**src/rtl/cla_pipe_adder.sv**
```systemverilog
// Pipelined carry-lookahead adder/subtractor: one GROUP-bit lookahead slice per stage,
// slice carries registered between stages, valid/ready handshake with global stall.
module cla_pipe_adder #(
    parameter int WIDTH = 16,
    parameter int GROUP = 4
) (
    input  logic             clk,
    input  logic             rst,
    input  logic             in_valid,
    output logic             in_ready,
    input  logic [WIDTH-1:0] ina,
    input  logic [WIDTH-1:0] inb,
    input  logic             cin,
    input  logic             sub,
    output logic             out_valid,
    input  logic             out_ready,
    output logic [WIDTH-1:0] sum,
    output logic             cout,
    output logic             ovf
);

    localparam int GSAFE  = (GROUP < 1) ? 1 : GROUP;
    localparam int STAGES = (WIDTH / GSAFE < 1) ? 1 : WIDTH / GSAFE;

    generate
        if (GROUP < 1 || WIDTH < GROUP || (WIDTH % GSAFE) != 0) begin : g_bad_cfg
            $error("cla_pipe_adder: WIDTH must be a positive multiple of GROUP");
        end
    endgenerate

    // Flat two-level lookahead: every carry is a single OR of AND terms, no ripple chain.
    function automatic logic [GSAFE:0] lookahead(input logic [GSAFE-1:0] p,
                                                 input logic [GSAFE-1:0] g,
                                                 input logic             c0);
        logic [GSAFE:0] c;
        logic           term;
        c    = '0;
        c[0] = c0;
        for (int i = 0; i < GSAFE; i++) begin
            term = c0;
            for (int k = 0; k <= i; k++) term = term & p[k];
            c[i+1] = term;
            for (int j = 0; j <= i; j++) begin
                term = g[j];
                for (int k = j + 1; k <= i; k++) term = term & p[k];
                c[i+1] = c[i+1] | term;
            end
        end
        return c;
    endfunction

    logic             v_q   [STAGES];
    logic             c_q   [STAGES];
    logic [WIDTH-1:0] a_q   [STAGES];
    logic [WIDTH-1:0] b_q   [STAGES];
    logic [WIDTH-1:0] s_q   [STAGES];
    logic [WIDTH-1:0] nxt_sum [STAGES];
    logic             c_out [STAGES];
    logic             msb_carry;
    logic             stall;

    assign stall    = out_valid & ~out_ready;
    assign in_ready = ~stall;

    generate
        for (genvar s = 0; s < STAGES; s++) begin : g_stage
            logic [GSAFE-1:0] p;
            logic [GSAFE-1:0] g;
            logic [GSAFE:0]   c;
            logic [WIDTH-1:0] merged;

            assign p = a_q[s][s*GSAFE +: GSAFE] ^ b_q[s][s*GSAFE +: GSAFE];
            assign g = a_q[s][s*GSAFE +: GSAFE] & b_q[s][s*GSAFE +: GSAFE];
            assign c = lookahead(p, g, c_q[s]);

            always_comb begin
                merged                    = s_q[s];
                merged[s*GSAFE +: GSAFE]  = p ^ c[GSAFE-1:0];
            end

            assign nxt_sum[s] = merged;
            assign c_out[s]   = c[GSAFE];

            if (s == STAGES - 1) begin : g_last
                assign msb_carry = c[GSAFE-1];
            end
        end
    endgenerate

    always_ff @(posedge clk) begin
        if (rst) begin
            for (int s = 0; s < STAGES; s++) begin
                v_q[s] <= 1'b0;
                c_q[s] <= 1'b0;
                a_q[s] <= '0;
                b_q[s] <= '0;
                s_q[s] <= '0;
            end
            out_valid <= 1'b0;
            sum       <= '0;
            cout      <= 1'b0;
            ovf       <= 1'b0;
        end else if (!stall) begin
            // Operand B is pre-inverted on entry so every stage only ever adds.
            v_q[0] <= in_valid;
            c_q[0] <= sub | cin;
            a_q[0] <= ina;
            b_q[0] <= inb ^ {WIDTH{sub}};
            s_q[0] <= '0;
            for (int s = 1; s < STAGES; s++) begin
                v_q[s] <= v_q[s-1];
                c_q[s] <= c_out[s-1];
                a_q[s] <= a_q[s-1];
                b_q[s] <= b_q[s-1];
                s_q[s] <= nxt_sum[s-1];
            end
            out_valid <= v_q[STAGES-1];
            sum       <= nxt_sum[STAGES-1];
            cout      <= c_out[STAGES-1];
            ovf       <= c_out[STAGES-1] ^ msb_carry;
        end
    end

endmodule

```
**config.mk**
```make
export PLATFORM = sky130hd
export DESIGN_NAME = cla_pipe_adder
export DESIGN_NICKNAME = d
export VERILOG_FILES = /design/src/rtl/cla_pipe_adder.sv
export SDC_FILE = /design/constraint.sdc
export NUM_CORES = 1
export LEC_CHECK = 0
export CAP_MARGIN = 20
export CORE_UTILIZATION = 56
export DETAILED_ROUTE_END_ITERATION = 8
export GPL_TIMING_DRIVEN = 0
export PLACE_DENSITY = 0.87
export SLEW_MARGIN = 20
export SYNTH_ARGS = -nofsm -noshare
export SYNTH_HDL_FRONTEND = slang
export SYNTH_SLANG_ARGS = --single-unit
export TNS_END_PERCENT = 5
```
**constraint.sdc**
```tcl
create_clock -name clk -period 5.7 [get_ports clk]
set_clock_uncertainty 0.1 [all_clocks]
set_input_delay 1.14 -clock clk [delete_from_list [all_inputs] [get_ports clk]]
set_output_delay 1.14 -clock clk [all_outputs]
set_load 0.1 [all_outputs]
```
==> results of run 1 <==
[state kept, by name (all words and copies together) (netlist names)]
| name | cells |
|---|---|
| ovf | 1 |
| a_q | 40 |
| c_q | 4 |
| sum | 16 |
| cout | 1 |
| s_q | 24 |
| out_valid | 1 |
| b_q | 40 |
| v_q | 4 |
[cell families (layout without fill, tap and decap cells)]
logic type	count (synthesis)	count (layout)	synth area share, %
muxes	3	3	0.561
and+or+nand+nor	164	164	15.7
adders and majority gates	24	24	5.92
AOI/OAI and AO/OA	38	38	4.78
DFF	131	131	67.1
buffers and inverters	31	120	2.83
xor gates and xnor gates	20	20	3.14
[layout make-up]
cell class              instances  area (um^2)  share of cell area [%]
flip-flops and latches        131         3740                    54.3
multi-input cells             249         1690                    24.4
repair buffers                 57          581                    8.42
clock buffers                  22          453                    6.57
well taps                     133          166                    2.41
plain buffers                  29          148                    2.14
clock inverters                10          109                    1.58
inverters                       2         10.0                   0.145
[report_power, final]
part	internal [mW]	switching (mW)
sequential	1.09	0.0184
clock	0.641	0.374
combinational	0.0733	0.0917
[routing by layer]
metal	up-vias	share of wire (%)	GRT usage [%]
met4	0	2.3	9.67
met1	1652	38	24.3
li1	1668	-	-
met5	-	0	0
met3	23	5.9	6.63
met2	133	54	40.3
[cell usage in the layout, fill, tap and decap left out, types with 3 or more instances in the layout]
cell / netlist / layout
nand3_1: 5 / 5
dfxtp_1: 19 / 19
clkdlybuf4s50_1: 0 / 56
edfxtp_1: 112 / 112
nor2_1: 30 / 30
clkbuf_8: 0 / 3
xnor2_1: 20 / 20
and3_1: 84 / 84
ha_1: 20 / 20
a21oi_1: 14 / 14
clkbuf_1: 14 / 17
nor3_1: 7 / 7
nand2_1: 28 / 27
clkinv_2: 0 / 5
buf_2: 10 / 10
o21a_1: 7 / 7
fa_1: 4 / 4
clkbuf_16: 0 / 16
buf_4: 3 / 3
[critical path: stages]
cell	delay, ps
clkdlybuf4s50_1	500
nor2b_4	50
buf_6	130
inv_4	90
buf_6	160
buf_4	180
clkdlybuf4s50_1	1150
[metrics by stage]
stage | setup TNS, ps | instances
finish | 0 | 633
global route | 0 | 633
CTS | 0 | 633
detailed placement | 0 | 601
global placement | -41060 | 600
floorplan | 0 | 411
[path summary, 6_finish.rpt]
path | from | to | slack, ps | cells past startpoint
max reg2reg | out_valid | b_q[0][8] | 3310 | 5
max | out_ready | in_ready | 1040 | 7
min | sum[1] | sum[1] | 350 | 2
min reg2reg | sum[1] | sum[1] | 350 | 2
==> results.yml, run 1 <==
status:
  status: "finished clean"
layout:
  stdcell_area_um2: 6900
  nets: 549
  syn2layout_area_growth_pct: 23.6
  post-route-util_pct: 70.9
  drive_above_1_share_pct: 10.8
  fillers: 684
  n_antenna_cell: 0
power_and_ir_drop:
  vdd_ir_drop_max_mv: 0.158
  finalPower_mw: 2.29
  p_leak_nw: 3.09
  power_density_nw_per_um2: 332
run:
  drv_cap: 0
cts:
  insertion_delay_ps: 520
  max-clock-path-buffers: 2
  cts_max_level: 4
  numCtsBuffers: 17
  hold_buffers: 0
  cts_setup_buffers: 0
  clock_sinks: 131
  ctsRootBufferMaster: "clkbuf_8"
  cts_tree: "yes"
  clk_pin_slew_ps: 60
  ctsResizeCount: 0
worst_hold_path:
  hold_path.class: "reg -> reg"
detailed_routing:
  route.vias.total: 3476
  drt-initial-drc-count: 247
  vias_per_cell: 5.49
  antenna_left: 0
  dr.pass1.iters: 8
  finalWirelength_um: 10400
  avgRoutedWirePerCell_um: 16.4
  drc_errors: 0
synth:
  synth.net_count: 473
  synth_area_um2: 5580
  synthCells: 411
  ys_ff_latch: 131
  synth_most_common_cell: "edfxtp_1"
  yosys_warnings: 0
  synth_common_cells: "edfxtp_1 (112), and3_1 (84), nor2_1 (30)"
  synth_area_leaders: "edfxtp_1 (60%), and3_1 (9.4%), dfxtp_1 (6.8%)"
  synth_flop_cell: "edfxtp_1"
  synth-edff-count: 112
  synth_area_per_cell_um2: 13.6
  yosys.area.top_type: "edfxtp_1"
  yosys.area.top_type_share_pct: 60.3
  ys_types: 40
  yosysSeqAreaShare_pct: 67.1
  async_reset_ff_share_pct: 0
sta:
  rsz0062_at_grt: "false"
  tightest_slew_ps: 972
  period_share_pct: 81.8
  hold_ws_ps: 352
  relSlewSlack_pct: 35.0
  fin_crit_ps: 4660
  final_hold_viol_count: 0
  max_freq_mhz: 214
  drv_slew: 0
  setup_violations: 0
  setup_slack_ps: 1040
worst_setup_path:
  crit_type: "in -> out"
  cp_max_fo: 10
  worstSetupEndpointType: "output pin"
  critPathArrivalTime_ps: 3420
  cp.required_ps: 4460
  worstSetupStartpointType: "primary input"
floorplanning:
  core_area_um2: 9730
  ios: 58
  start_util_pct: 57.3
  die-height_um: 102
  die_w_um: 102
  die_area_um2: 10400
  rows: 36
place:
  dp_hpwl_um: 6760
  io_buffer_count: 56
  place_ws_ps: 1040
  placed_area_um2: 6330
  gp_congestion: 0.790
global_route:
  grt-ovfl-total: 0
  grt_pass1_vias: 3497
  grt_max_degree: 64
  grt_use_total_pct: 22.3
  antenna_found_initial: 0
  grt_pass1_wl_um: 16700
Power figures use the tool's default switching activity.
==> run 2: changes to the inputs <==
--- a/config.mk
+++ b/config.mk
@@ -6,10 +6,10 @@
 export NUM_CORES = 1
 export LEC_CHECK = 0
 export CAP_MARGIN = 20
-export CORE_UTILIZATION = 56
+export CORE_UTILIZATION = 51
 export DETAILED_ROUTE_END_ITERATION = 8
 export GPL_TIMING_DRIVEN = 0
-export PLACE_DENSITY = 0.87
+export PLACE_DENSITY = 0.84
 export SLEW_MARGIN = 20
 export SYNTH_ARGS = -nofsm -noshare
 export SYNTH_HDL_FRONTEND = slang
==> constraint.sdc (replaced) <==
create_clock -name clk -period 3.8 [get_ports clk]
set_clock_uncertainty 0.1 [all_clocks]
set_input_delay 0.76 -clock clk [delete_from_list [all_inputs] [get_ports clk]]
set_output_delay 0.76 -clock clk [all_outputs]
set_load 0.1 [all_outputs]
==> run 2 against run 1 <==
  * Clock power rose by 85%
  * First-iteration DRC count is 21% lower
  * Utilization is 4.0 points lower
  * Critical path depth unchanged
  * Sequential share of layout area fell by 0.82 points
  * Wire length is 1.4% higher
  * Sequential power is 50% higher
  * Total power rose by 65%
  * Global-route usage shrank 2.1 points
  * Design area grew 1.5%
  * Worst setup slack got worse by 880 ps
  * Worst hold slack got worse by 4.7 ps
  * Critical endpoint unchanged
==> results.yml, run 2 (synthesis gave the netlist of run 1 again) <==
detailed_routing:
  route.vias.total: 3494
  antenna_left: 0
  dr.pass1.iters: 4
  finalWirelength_um: 10500
  drc_errors: 0
  avgRoutedWirePerCell_um: 16.6
  drt-initial-drc-count: 195
  vias_per_cell: 5.50
layout:
  post-route-util_pct: 66.9
  syn2layout_area_growth_pct: 25.5
  nets: 548
  drive_above_1_share_pct: 10.6
  stdcell_area_um2: 7000
  final_common_cell: "edfxtp_1"
  layout_common_cells: "edfxtp_1 (112), and3_1 (84), clkdlybuf4s50_1 (55)"
  reg_top3: "a_q: 40 flops, b_q: 40 flops, s_q: 24 flops"
  n_antenna_cell: 0
floorplanning:
  rows: 37
  core_area_um2: 10500
  start_util_pct: 53.3
  die-height_um: 107
  die_area_um2: 11400
  ios: 58
  die_w_um: 107
cts:
  cts_tree: "yes"
  ctsResizeCount: 1
  cts_max_level: 4
  cts_setup_buffers: 0
  max-clock-path-buffers: 2
  numCtsBuffers: 17
  clk_pin_slew_ps: 60
  hold_buffers: 0
  ctsRootBufferMaster: "clkbuf_8"
  clock_sinks: 131
  insertion_delay_ps: 520
sta:
  drv_slew: 0
  fin_crit_ps: 3640
  hold_ws_ps: 347
  max_freq_mhz: 275
  relSlewSlack_pct: 35.0
  period_share_pct: 95.8
  tightest_slew_ps: 973
  setup_violations: 0
  setup_slack_ps: 159
  final_hold_viol_count: 0
  rsz0062_at_grt: "false"
place:
  place_ws_ps: -111
  io_buffer_count: 56
  dp_hpwl_um: 6880
  placed_area_um2: 6330
  gp_congestion: 0.774
global_route:
  antenna_found_initial: 0
  grt_use_total_pct: 20.2
  grt-ovfl-total: 0
  grt_pass1_wl_um: 16900
  grt_pass1_vias: 3441
  grt_max_degree: 113
worst_setup_path:
  worstSetupStartpointType: "primary input"
  rr_startpoint: "out_valid"
  critPathArrivalTime_ps: 2780
  cp.required_ps: 2940
  crit_start: "out_ready"
  worstSetupEndpointType: "output pin"
  crit_type: "in -> out"
  cp_max_fo: 10
power_and_ir_drop:
  vdd_ir_drop_max_mv: 0.248
  power_density_nw_per_um2: 540
  p_leak_nw: 3.11
  finalPower_mw: 3.78
worst_hold_path:
  hp-start: "sum[2]"
  hold_path.class: "reg -> reg"
status:
  status: "finished clean"
run:
  drv_cap: 0
[run 2: cell types whose count changed in the layout (fill, tap and decap cells not counted), sizes merged]
cell / before / now
buf: 16 / 15
bufinv: 2 / 7
clkbuf: 36 / 33
clkdlybuf4s50: 56 / 55
clkinv: 6 / 1
clkinvlp: 2 / 3
dlygate4sd2: 0 / 1
inv: 2 / 4
[run 2: final cells by class]
cell class              instances  area, um^2
plain buffers                  29         148
repair buffers                 56         559
clock buffers                  19         422
fillers                       745        3460
multi-input cells             249        1690
flip-flops and latches        131        3740
well taps                     136         170
clock inverters                13         254
inverters                       2        10.0
[run 2: final timing paths]
check / endpoint / slack (ps) / cells past startpoint
max: in_ready / 160 / 7
min: sum[2] / 350 / 2
max reg2reg: a_q[0][43] / 1530 / 4
min reg2reg: sum[2] / 350 / 2
[run 2: report_power, final]
part           switching (mW)  internal (mW)
registers              0.0278           1.64
clock network           0.602           1.27
logic                   0.138          0.110
total                   0.767           3.01
[run 2: metal layers]
| metal | global-route usage [%] | routed length [um] | up-vias |
|---|---|---|---|
| met5 | 0 | 0 | - |
| met2 | 35.1 | 5620 | 131 |
| li1 | - | - | 1669 |
| met1 | 23.7 | 4090 | 1677 |
| met3 | 5.23 | 681 | 17 |
| met4 | 8.22 | 134 | 0 |
[run 2: stage by stage]
stage,TNS (ps),std cells
2_1_floorplan,0,411
5_1_grt,0,635
3_5_place_dp,-111,603
6_report,0,635
3_3_place_gp,-57220,603
4_1_cts,0,635
[run 2: worst max-delay path: stages]
cell and delay (ps):
clkdlybuf4s50_1 510, nor2b_4 50, buf_6 140, inv_4 90, buf_6 160, buf_4 190
dlygate4sd2_1 870
